### src/rtl/serial_product_accumulator.sv
// rtl/serial_product_accumulator.sv - shift-add multiplier sequencer and product accumulator
//
// Purpose:
//   Sequences an upstream parallel-in/serial-out multiplier shift register.
//   The upstream register presents the multiplier LSB first on mult_bit.
//   For every 1 bit, the multiplicand, shifted to that bit's weight, is added
//   into a 2*WORD_LENGTH product. A one-cycle ready pulse marks the final product.
//
// Ports:
//   clk           in   1     system clock, rising edge
//   reset         in   1     asynchronous, active-low reset
//   start         in   1     request a new multiplication (honoured only when idle)
//   multiplicand  in   W     operand A, captured when start is accepted
//   mult_bit      in   1     serial multiplier bit from upstream, LSB first
//   load          out  1     upstream parallel-load strobe, one cycle
//   shift         out  1     upstream advance strobe; mult_bit is valid while high
//   product       out  2W    accumulated result; holds until the next accepted start
//   busy          out  1     high from start acceptance through the ready cycle
//   ready         out  1     one-cycle pulse: product is final

module serial_product_accumulator #(
  parameter int WORD_LENGTH = 4
) (
  input  logic                     clk,
  input  logic                     reset,
  input  logic                     start,
  input  logic [WORD_LENGTH-1:0]   multiplicand,
  input  logic                     mult_bit,
  output logic                     load,
  output logic                     shift,
  output logic [2*WORD_LENGTH-1:0] product,
  output logic                     busy,
  output logic                     ready
);

  localparam int PW = 2 * WORD_LENGTH;
  // A single-bit word still needs a one-bit counter.
  localparam int CW = (WORD_LENGTH > 1) ? $clog2(WORD_LENGTH) : 1;
  localparam logic [CW-1:0] LAST_BIT = CW'(WORD_LENGTH - 1);

  typedef enum logic [1:0] {
    IDLE = 2'd0,
    LOAD = 2'd1,
    RUN  = 2'd2,
    DONE = 2'd3
  } state_t;

  state_t        state;
  state_t        state_nxt;
  logic [PW-1:0] mcand_r;
  logic [CW-1:0] bit_cnt;

  // State register.
  always_ff @(posedge clk or negedge reset) begin
    if (!reset) begin
      state <= IDLE;
    end else begin
      state <= state_nxt;
    end
  end

  // Next-state and output decode. Outputs depend on state only, so no input
  // reaches an output combinationally.
  always_comb begin
    state_nxt = state;
    load      = 1'b0;
    shift     = 1'b0;
    busy      = 1'b0;
    ready     = 1'b0;
    case (state)
      IDLE: begin
        if (start) begin
          state_nxt = LOAD;
        end
      end
      LOAD: begin
        load      = 1'b1;
        busy      = 1'b1;
        state_nxt = RUN;
      end
      RUN: begin
        shift = 1'b1;
        busy  = 1'b1;
        if (bit_cnt == LAST_BIT) begin
          state_nxt = DONE;
        end
      end
      DONE: begin
        ready     = 1'b1;
        busy      = 1'b1;
        state_nxt = IDLE;
      end
      default: begin
        state_nxt = IDLE;
      end
    endcase
  end

  // Operand capture and accumulation. The multiplicand is held zero-extended
  // to product width so the weighted add never needs a carry out: the largest
  // result, (2^W-1)^2, fits in 2W bits.
  always_ff @(posedge clk or negedge reset) begin
    if (!reset) begin
      mcand_r <= '0;
      product <= '0;
      bit_cnt <= '0;
    end else begin
      case (state)
        IDLE: begin
          if (start) begin
            mcand_r <= {{WORD_LENGTH{1'b0}}, multiplicand};
            product <= '0;
            bit_cnt <= '0;
          end
        end
        RUN: begin
          if (mult_bit) begin
            product <= product + (mcand_r << bit_cnt);
          end
          // Wrap explicitly so the counter stays within 0..W-1 even when W is
          // not a power of two.
          if (bit_cnt == LAST_BIT) begin
            bit_cnt <= '0;
          end else begin
            bit_cnt <= bit_cnt + CW'(1);
          end
        end
        default: begin
        end
      endcase
    end
  end

endmodule

### config.mk
export PLATFORM = sky130hd
export DESIGN_NAME = serial_product_accumulator
export DESIGN_NICKNAME = d
export VERILOG_FILES = /design/src/rtl/serial_product_accumulator.sv
export SDC_FILE = /design/constraint.sdc
export NUM_CORES = 1
export LEC_CHECK = 0
export CAP_MARGIN = 0
export CORE_MARGIN = 1.5
export CORE_UTILIZATION = 56
export CTS_CLUSTER_DIAMETER = 100
export DETAILED_ROUTE_END_ITERATION = 8
export PLACE_DENSITY = 0.84
export SYNTH_ARGS = -nofsm -noshare
export SYNTH_HDL_FRONTEND = slang
export SYNTH_SLANG_ARGS = --single-unit
### constraint.sdc
create_clock -name clk -period 5.8 [get_ports clk]
set_input_delay 0.87 -clock clk [delete_from_list [all_inputs] [get_ports clk]]
set_output_delay 0.87 -clock clk [all_outputs]
set_load 0.05 [all_outputs]
### Yosys cells after proc, flatten, opt, wreduce, memory -nomap -nowiden

Index checks and enable logic that the tools add are counted.
Widths: inputs -> output; s select.

| storage, ports and cells | value |
|---|---|
| register bits after elaboration | 16 |
| logic and storage cells | 34 |
| output and inout port bits | 12 |
| input bits | 8 |

| operators by class | value |
|---|---|
| mux-type cells | 13 |
| eq/ne operators | 7 |
| shifts and indexed selects | 1 |
| $add $sub $neg | 2 |
| reduce and logical (&&, ||, !) cells | 7 |

Operator list:

| cell | count |
|---|---|
| $mux 8 | 2 |
| $pmux 8 s2 | 1 |
| $add 8x8->8 | 1 |
| $mux 2 | 4 |
| $pmux 2 s4 | 1 |
| $shl 4x2->8 | 1 |
| $eq 2x2->1 const B | 3 |
| $ne 2x2->1 const B | 3 |
| $reduce_and 2->1 | 3 |
| $mux 1 | 4 |
| $pmux 2 s2 | 1 |
| $reduce_and 3->1 | 1 |
| $reduce_or 3->1 | 1 |
| $add 2x1->2 const B | 1 |
| $eq 2x1->1 const B | 1 |
| $logic_not 2->1 | 1 |
| $reduce_bool 2->1 | 1 |

### Depth between registers and ports, before layout

Gate-level depths: netlist of the first run.

| logic depth | value |
|---|---|
| word-level depth | 4 |
| mapped depth | 9 |
| depth with buffers taken out | 8 |

### Least setup slack after synthesis of the first run

Ideal clock, no wire load.

| timing path | value |
|---|---|
| path type | flip-flop to flip-flop |
| from | register bit_cnt[0] |
| to | register product[6] |
| setup slack | 3.637 ns |
| cell stages (with the launch flop) | 9 |
| period minus slack after synthesis | 2.163 ns |
| library setup time | 0.104 ns |
| required time | 5.696 ns |
| arrival | 2.059 ns |
| cells stage by stage | dfrtp_1 -> clkbuf_1 -> nor3b_1 -> ha_1 -> fa_1 -> a211oi_2 -> o21ai_0 -> and3_1 -> o41ai_2 |

| on the way | value |
|---|---|
| word-level cells in the longest chain between the ends | 4 |

Ends and longest elaborated chain:

| item | line | RTL |
|---|---|---|
| start: declaration | 51 | `logic [CW-1:0] bit_cnt;` |
| start signal: assignment | 125 | `bit_cnt <= bit_cnt + CW'(1);` |
| $shl 4x2->8 | 118 | `product <= product + (mcand_r << bit_cnt);` |
| $add 8x8->8 | 118 |  |
| $mux 8 | 117 | `if (mult_bit) begin` |
| $pmux 8 s2 | 108 | `case (state)` |
| end signal: assignment | 118 |  |
| end: declaration | 31 | `output logic [2*WORD_LENGTH-1:0] product,` |

Every way passes these cells. The select of a mux whose other input is x is not followed.
A chain may end at the register's enable or synchronous reset.

### Worst setup path after layout of the first run

| timing path | value |
|---|---|
| from | register state[0] |
| to | output shift |

| on the way | value |
|---|---|
| word-level cells in the longest chain between the ends | 2 |

Ends and longest elaborated chain:

| item | line | RTL |
|---|---|---|
| start: declaration | 48 | `state_t state;` |
| start signal: assignment | 58 | `state <= state_nxt;` |
| $eq 2x2->1 | 70 | `case (state)` |
| $mux 1 | 70 |  |
| end: declaration | 30 | `output logic shift,` |

Every way passes these cells.

==> results by group, run 1 <==
Layout
  – Area grow syn2layout: 20.15%
  – Inserted Diodes: 0
  – Most frequent cells in the layout: 19 x clkdlybuf4s50_1, 16 x dfrtp_1, 15 x nand2_1, 13 x ha_1
  – Layout cells sized above 1: between 10% and 20%
  – Commonest non-fill, non-tap cell in the layout: clkdlybuf4s50_1
  – Fillers: 160
  – Fin nets: 160
  – Fin area: approximately 0.0014 sq mm

Global route
  – GR Overflow Total: 0
  – Gr usage total: 22.74%
  – Largest net degree at the start of global routing: 17
  – Initial antenna violation count: 0
  – First-pass GRT wire length: around 4200 um
  – Number of global-route vias before repair: 940

Min path
  – Hold Path Origin: product[2]
  – Worst hold stages: 2
  – Worst Hold Class: reg -> reg

Synth
  – Mean area per synthesized cell: between 9 and 10 sq um
  – Post-synth net total: 140
  – Post-synthesis sequential area ratio: between 30% and 40%
  – Mapped Cells: 118
  – Synthesized flop and latch total: 16
  – Synth unique cells: 38
  – Syn. warnings: 0
  – Synth Cell Area: approximately 0.0012 sq mm

Clocking
  – CTS Buffer Depth: 2
  – Post-CTS sizing: 0
  – Root buffer cell: clkbuf_4
  – Hold-fix buffers, CTS: 0
  – CTS clock-pin slew for the worst setup and hold paths: 0.10 ns
  – Post-CTS Setup Inserts: 0
  – CTS tree: done
  – CTS H-Tree Depth: 1
  – Num Clock Sinks: 16
  – Total CTS buffers: 3
  – Worst skew pair latency: approximately 0.28 ns

Setup path
  – RR Startpoint: bit_cnt[0]
  – FF-to-FF path depth: 7
  – Critical path endpoint: shift
  – FF-to-FF setup slack: approximately 3.5 ns
  – Worst path required time: between 4 and 5 ns
  – CP endpoint kind: output port
  – CP startpoint kind: register
  – Reg-to-Reg End: product[6]
  – Worst path arrival time: between 2 and 2.5 ns
  – Worst Path Max Fanout: 11
  – WS Path Type: reg -> out
  – Setup crit start: state[0]

Timing
  – RSZ-0062 raised after global routing: no
  – Worst Tran Pin Value: approximately 0.73 ns
  – Final setup vio count: 0
  – Clock Skews: 0.002664 ns
  – Setup TNS: 0 ns
  – Min Tclk post-route: 3.007 ns
  – Fmax: 0.3325 GHz
  – Slew headroom: 51.45%
  – Final Hold Viols: 0
  – Final cycle utilization of the critical path: 51.85%
  – Max Slew Vio Count: 0

Run status
  – Status: finished clean

Floorplan
  – Io pins: 20
  – Die Span Y: 48.66 um
  – Die area: between 0.002 and 0.0025 sq mm
  – Core Area: approximately 0.0020 sq mm
  – Overall die width: roughly 49 um
  – Rows: 16
  – Initial Utilization: about three fifths

Pwr
  – P_leak: between 0.6 and 0.7 nW
  – Switching Share: roughly 51%
  – VDD IR max: about 420 uV
  – Switching Power: ~0.44 mW
  – Pwr/cell area: 615.3 mW/mm^2
  – Pint: 0.4227 mW
  – Combinational share of power: 66.7%
  – Seq pwr share: approximately 25%
  – Clk pwr share: 8.6%

Route
  – Initial detailed-routing violation count: 23
  – TritonRoute pass-1 iters: 4
  – Vias/cell: about 5.8
  – Vias: between 900 and 1,000
  – Drt wl/cell: approximately 15 um
  – DRC: 0
  – Final WL: 2433 um
  – Final ANT Viol Nets: 0

Place
  – GPL Wtd Cong: between 0.9 and 1
  – Placed inst area: ~0.0014 sq mm
  – Detail Placement HPWL: 1892 um
  – # port buffers: 19

Flow run
  – MaxCap Viol Count: 0
## layout make-up
| type | instances | area [sq um] | share of cell area, % |
|---|---|---|---|
| clock buffer | 4 | 36.28 | 2.587 |
| inverter | 4 | 15.01 | 1.070 |
| multi-input combinational | 94 | 726.9 | 51.83 |
| sequential | 16 | 400.4 | 28.55 |
| tap | 27 | 33.78 | 2.409 |
| timing repair buffer | 19 | 190.2 | 13.56 |
## worst min path at each step
stage                             to  slack (ns)
after floorplan           bit_cnt[0]        0.50
after global placement    product[6]        0.49
after detailed placement  product[2]        0.52
after CTS                 product[2]        0.54
after global routing      product[6]        0.57
final                     product[2]        0.53
## Yosys cell counts (all sizes together)
cell / instances / share of area, %
a211oi: 4 / 3.4
a21o: 2 / 1.3
a21oi: 4 / 1.7
a311o: 1 / 0.86
a31oi: 1 / 0.54
a32o: 1 / 0.86
and3: 4 / 2.1
and4: 1 / 0.75
buf: 3 / 1.8
clkbuf: 1 / 0.32
dfrtp: 16 / 34
fa: 1 / 1.7
ha: 13 / 14
inv: 4 / 1.3
mux2: 5 / 4.8
mux2i: 4 / 3.4
nand2: 15 / 4.8
nand2b: 1 / 0.54
nand3b: 1 / 0.64
nor2: 8 / 2.6
nor2b: 1 / 0.54
nor3: 1 / 0.43
nor3b: 1 / 0.64
o211ai: 1 / 0.64
o21a: 1 / 0.64
o21ai: 12 / 5.1
o21bai: 1 / 1.6
o31ai: 3 / 2.4
o32a: 1 / 0.86
o41ai: 3 / 3.5
or2: 2 / 1.1
xnor2: 1 / 0.75
## worst max-delay path, cell delays in order, from the launching register on
cell	delay, ns
dfrtp_1	0.43
inv_1	0.12
ha_1	0.42
clkdlybuf4s50_1	0.89
## power by group through the flow
stage	sequential, mW	clock [mW]	combinational (mW)
floorplan	0.248	0	0.411
global placement	0.208	0	0.561
detailed placement	0.215	0	0.575
CTS	0.212	0.0762	0.577
global route	0.223	0.0814	0.631
finish	0.213	0.0744	0.575
## sequential cells by signal, summed over array words and instances (netlist names)
register and count:
bit_cnt 2, product 8, mcand_r 4, state 2
## cells by family (layout without fill, tap and decap cells)
kind of cell / Yosys count / in the layout / share of synthesized area, %
xor gates and xnor gates: 1 / 1 / 0.7504
AOI/OAI and AO/OA: 35 / 35 / 23.47
adders and majority gates: 14 / 14 / 15.65
and+or+nand+nor: 35 / 35 / 14.15
DFF: 16 / 16 / 34.30
buffers and inverters: 8 / 27 / 3.429
muxes: 9 / 9 / 8.253
## per-layer routing
metal  track usage (%)  wire, um  up-vias
met4             5.714         8        0
met1             29.82      1076      454
met2             39.04      1280       19
met3             3.704        69        2
met5                 0         0        -
li1                  -         -      472
## metrics by stage
step | instances | utilization [%] | hold slack [ns] | worst slack, ns | power [mW]
2_1_floorplan | 118 | - | 0.5014 | 3.637 | 0.6596
3_3_place_gp | 160 | 69.64 | 0.4926 | 3.190 | 0.7688
3_5_place_dp | 160 | 69.64 | 0.5196 | 3.110 | 0.7896
4_1_cts | 164 | 71.49 | 0.5420 | 2.788 | 0.8657
5_1_grt | 164 | 71.49 | 0.5682 | 2.650 | 0.9357
6_report | 164 | 71.49 | 0.5320 | 2.793 | 0.8630
No activity file was read; power rests on OpenSTA's default activity.
==> inputs of run 2 (changes only) <==
- CORE_UTILIZATION: 56 -> 52
- PLACE_DENSITY: 0.84 -> 0.79
- clock period: 5.8 -> 2.9 ns (I/O delays scaled with it)
==> results by group, run 2 (synthesized netlist as in run 1, its figures left out) <==
Timing
  – Worst Tran Pin Value: between 0.7 and 0.8 ns
  – Fmax: between 0.3 and 0.4 GHz
  – RSZ-0062 raised after global routing: no
  – Final cycle utilization of the critical path: roughly 90%
  – Slew headroom: 51.38%
  – Final Hold Viols: 0
  – Clock Skews: between 0.004 and 0.005 ns
  – Fin Hold WS: about 0.53 ns
  – Final setup vio count: 0
  – Max Slew Vio Count: 0
  – Setup TNS: 0 ns
  – Min Tclk post-route: 2.595 ns

Layout
  – Commonest non-fill, non-tap cell in the layout: clkdlybuf4s50_1
  – Layout Cells excl Fill: around 160
  – Top flop regs: product (8), mcand_r (4)
  – Largest register FFs: 8
  – Layout cells sized above 1: between 10% and 20%
  – Fin area: around 0.0014 sq mm
  – Inserted Diodes: 0
  – Fin nets: 160
  – Area grow syn2layout: 20.15%
  – Fillers: about 170
  – Most frequent cells in the layout: 19 x clkdlybuf4s50_1, 16 x dfrtp_1, 15 x nand2_1, 13 x ha_1
  – Register Area: ~400 sq um
  – Reg with most FFs: product
  – Multi-input gate area: slightly above 700 sq um

Global route
  – Number of global-route vias before repair: just under 1,000
  – First-pass GRT wire length: between 4000 and 5000 um
  – Largest net degree at the start of global routing: 17
  – Gr usage total: around 22%
  – GR Overflow Total: 0
  – Initial antenna violation count: 0

Setup path
  – Worst path required time: about 2.5 ns
  – CP delay by family, top: buffers and inverters
  – Crit path cell chain: inv_1 -> ha_1 -> clkdlybuf4s50_1
  – Worst Path Max Fanout: 11
  – Worst Path Buf+Inv: 2
  – Critical path's slowest cell: clkdlybuf4s50_1
  – Crit-path max cell delay: just under 0.9 ns
  – Worst path arrival time: roughly 2.2 ns
  – WS Path Type: reg -> out
  – CP endpoint kind: output port
  – CP startpoint kind: register

Route
  – DRT met1 WL: about 1100 um
  – Final WL: around 2400 um
  – Met3 WL: approximately 75 um
  – Initial detailed-routing violation count: 20
  – Final ANT Viol Nets: 0
  – Vias/cell: roughly 5.9
  – Metal2 WL: between 1000 and 1500 um
  – TritonRoute pass-1 iters: 4
  – Max layer used: met4
  – Drt wl/cell: about 15 um
  – Vias: 969
  – DRC: 0

Place
  – Detail Placement HPWL: around 1900 um
  – # port buffers: 19
  – Post-Place Cells: 160
  – Placed inst area: ~0.0014 sq mm
  – GPL Wtd Cong: slightly above 0.9

Floorplan
  – Die area: about 0.0025 sq mm
  – Io pins: 20
  – Die Span Y: about 50 um
  – Core Area: 0.002042 sq mm
  – Initial Utilization: 57.17%
  – Rows: 16
  – Overall die width: a little over 50 um

Flow run
  – MaxCap Viol Count: 0

Clocking
  – Post-CTS Setup Inserts: 0
  – CTS tree: done
  – CTS clock-pin slew for the worst setup and hold paths: ~0.10 ns
  – Post-CTS sizing: 0
  – Hold-fix buffers, CTS: 0
  – Root buffer cell: clkbuf_4
  – CTS H-Tree Depth: 1
  – Worst skew pair latency: approximately 0.3 ns
  – Num Clock Sinks: 16
  – CTS Buffer Depth: 2
  – Total CTS buffers: 3

Pwr
  – VDD IR max: 790.1 uV
  – P_leak: 0.6396 nW
  – Pwr/cell area: approximately 1200 mW/mm^2
  – Tot Pwr: roughly 1.7 mW

Min path
  – Worst Hold Class: reg -> reg

Run status
  – Status: finished clean
==> run 2: cell counts in the layout (fill, tap and decap cells not counted) <==
No cell type changed its count.
==> run 2: worst reg2reg max path: cells and delay by family, from the launching register on <==
family	cells	cell delay, ns
fa+ha+maj	1	0.35
simple gates	2	0.30
flops	1	0.53
compound gates	4	0.57
mux	1	0.40
==> run 2: power breakdown <==
group          switching [mW]  leakage, nW  internal, mW
logic                   0.699        0.412         0.457
registers               0.111        0.207         0.313
clock network          0.0783       0.0210        0.0766
==> run 2: path summary, 6_finish.rpt <==
path,to,depth (start not counted),slack (ns),from
worst max register to register,product[6],8,0.67,bit_cnt[1]
max in group asynchronous,mcand_r[2],1,1.88,reset
worst min register to register,product[3],2,0.53,product[3]
worst max-delay path,shift,3,0.30,state[0]
worst min-delay path,product[3],2,0.53,product[3]
min in group asynchronous,product[5],1,0.56,reset
==> run 2: per-stage QoR <==
stage / setup WS (ns) / utilization, %
2_1_floorplan: 0.7372 / -
3_3_place_gp: 0.7120 / 66.91
3_5_place_dp: 0.6502 / 66.91
4_1_cts: 0.3096 / 68.69
5_1_grt: 0.2289 / 68.69
6_report: 0.3050 / 68.69
==> run 2: layout make-up <==
type	instances	area share, %
multi-input cells	94	51.83
flip-flops and latches	16	28.55
repair buffers	19	13.56
clock buffers	4	2.587
well taps	27	2.409
inverters	4	1.070
==> run 2: layer usage <==
metal,vias to the layer above,track usage (%)
met5,-,0
met4,0,8.559
met3,5,2.679
met2,19,38.38
met1,476,26.29
li1,469,-
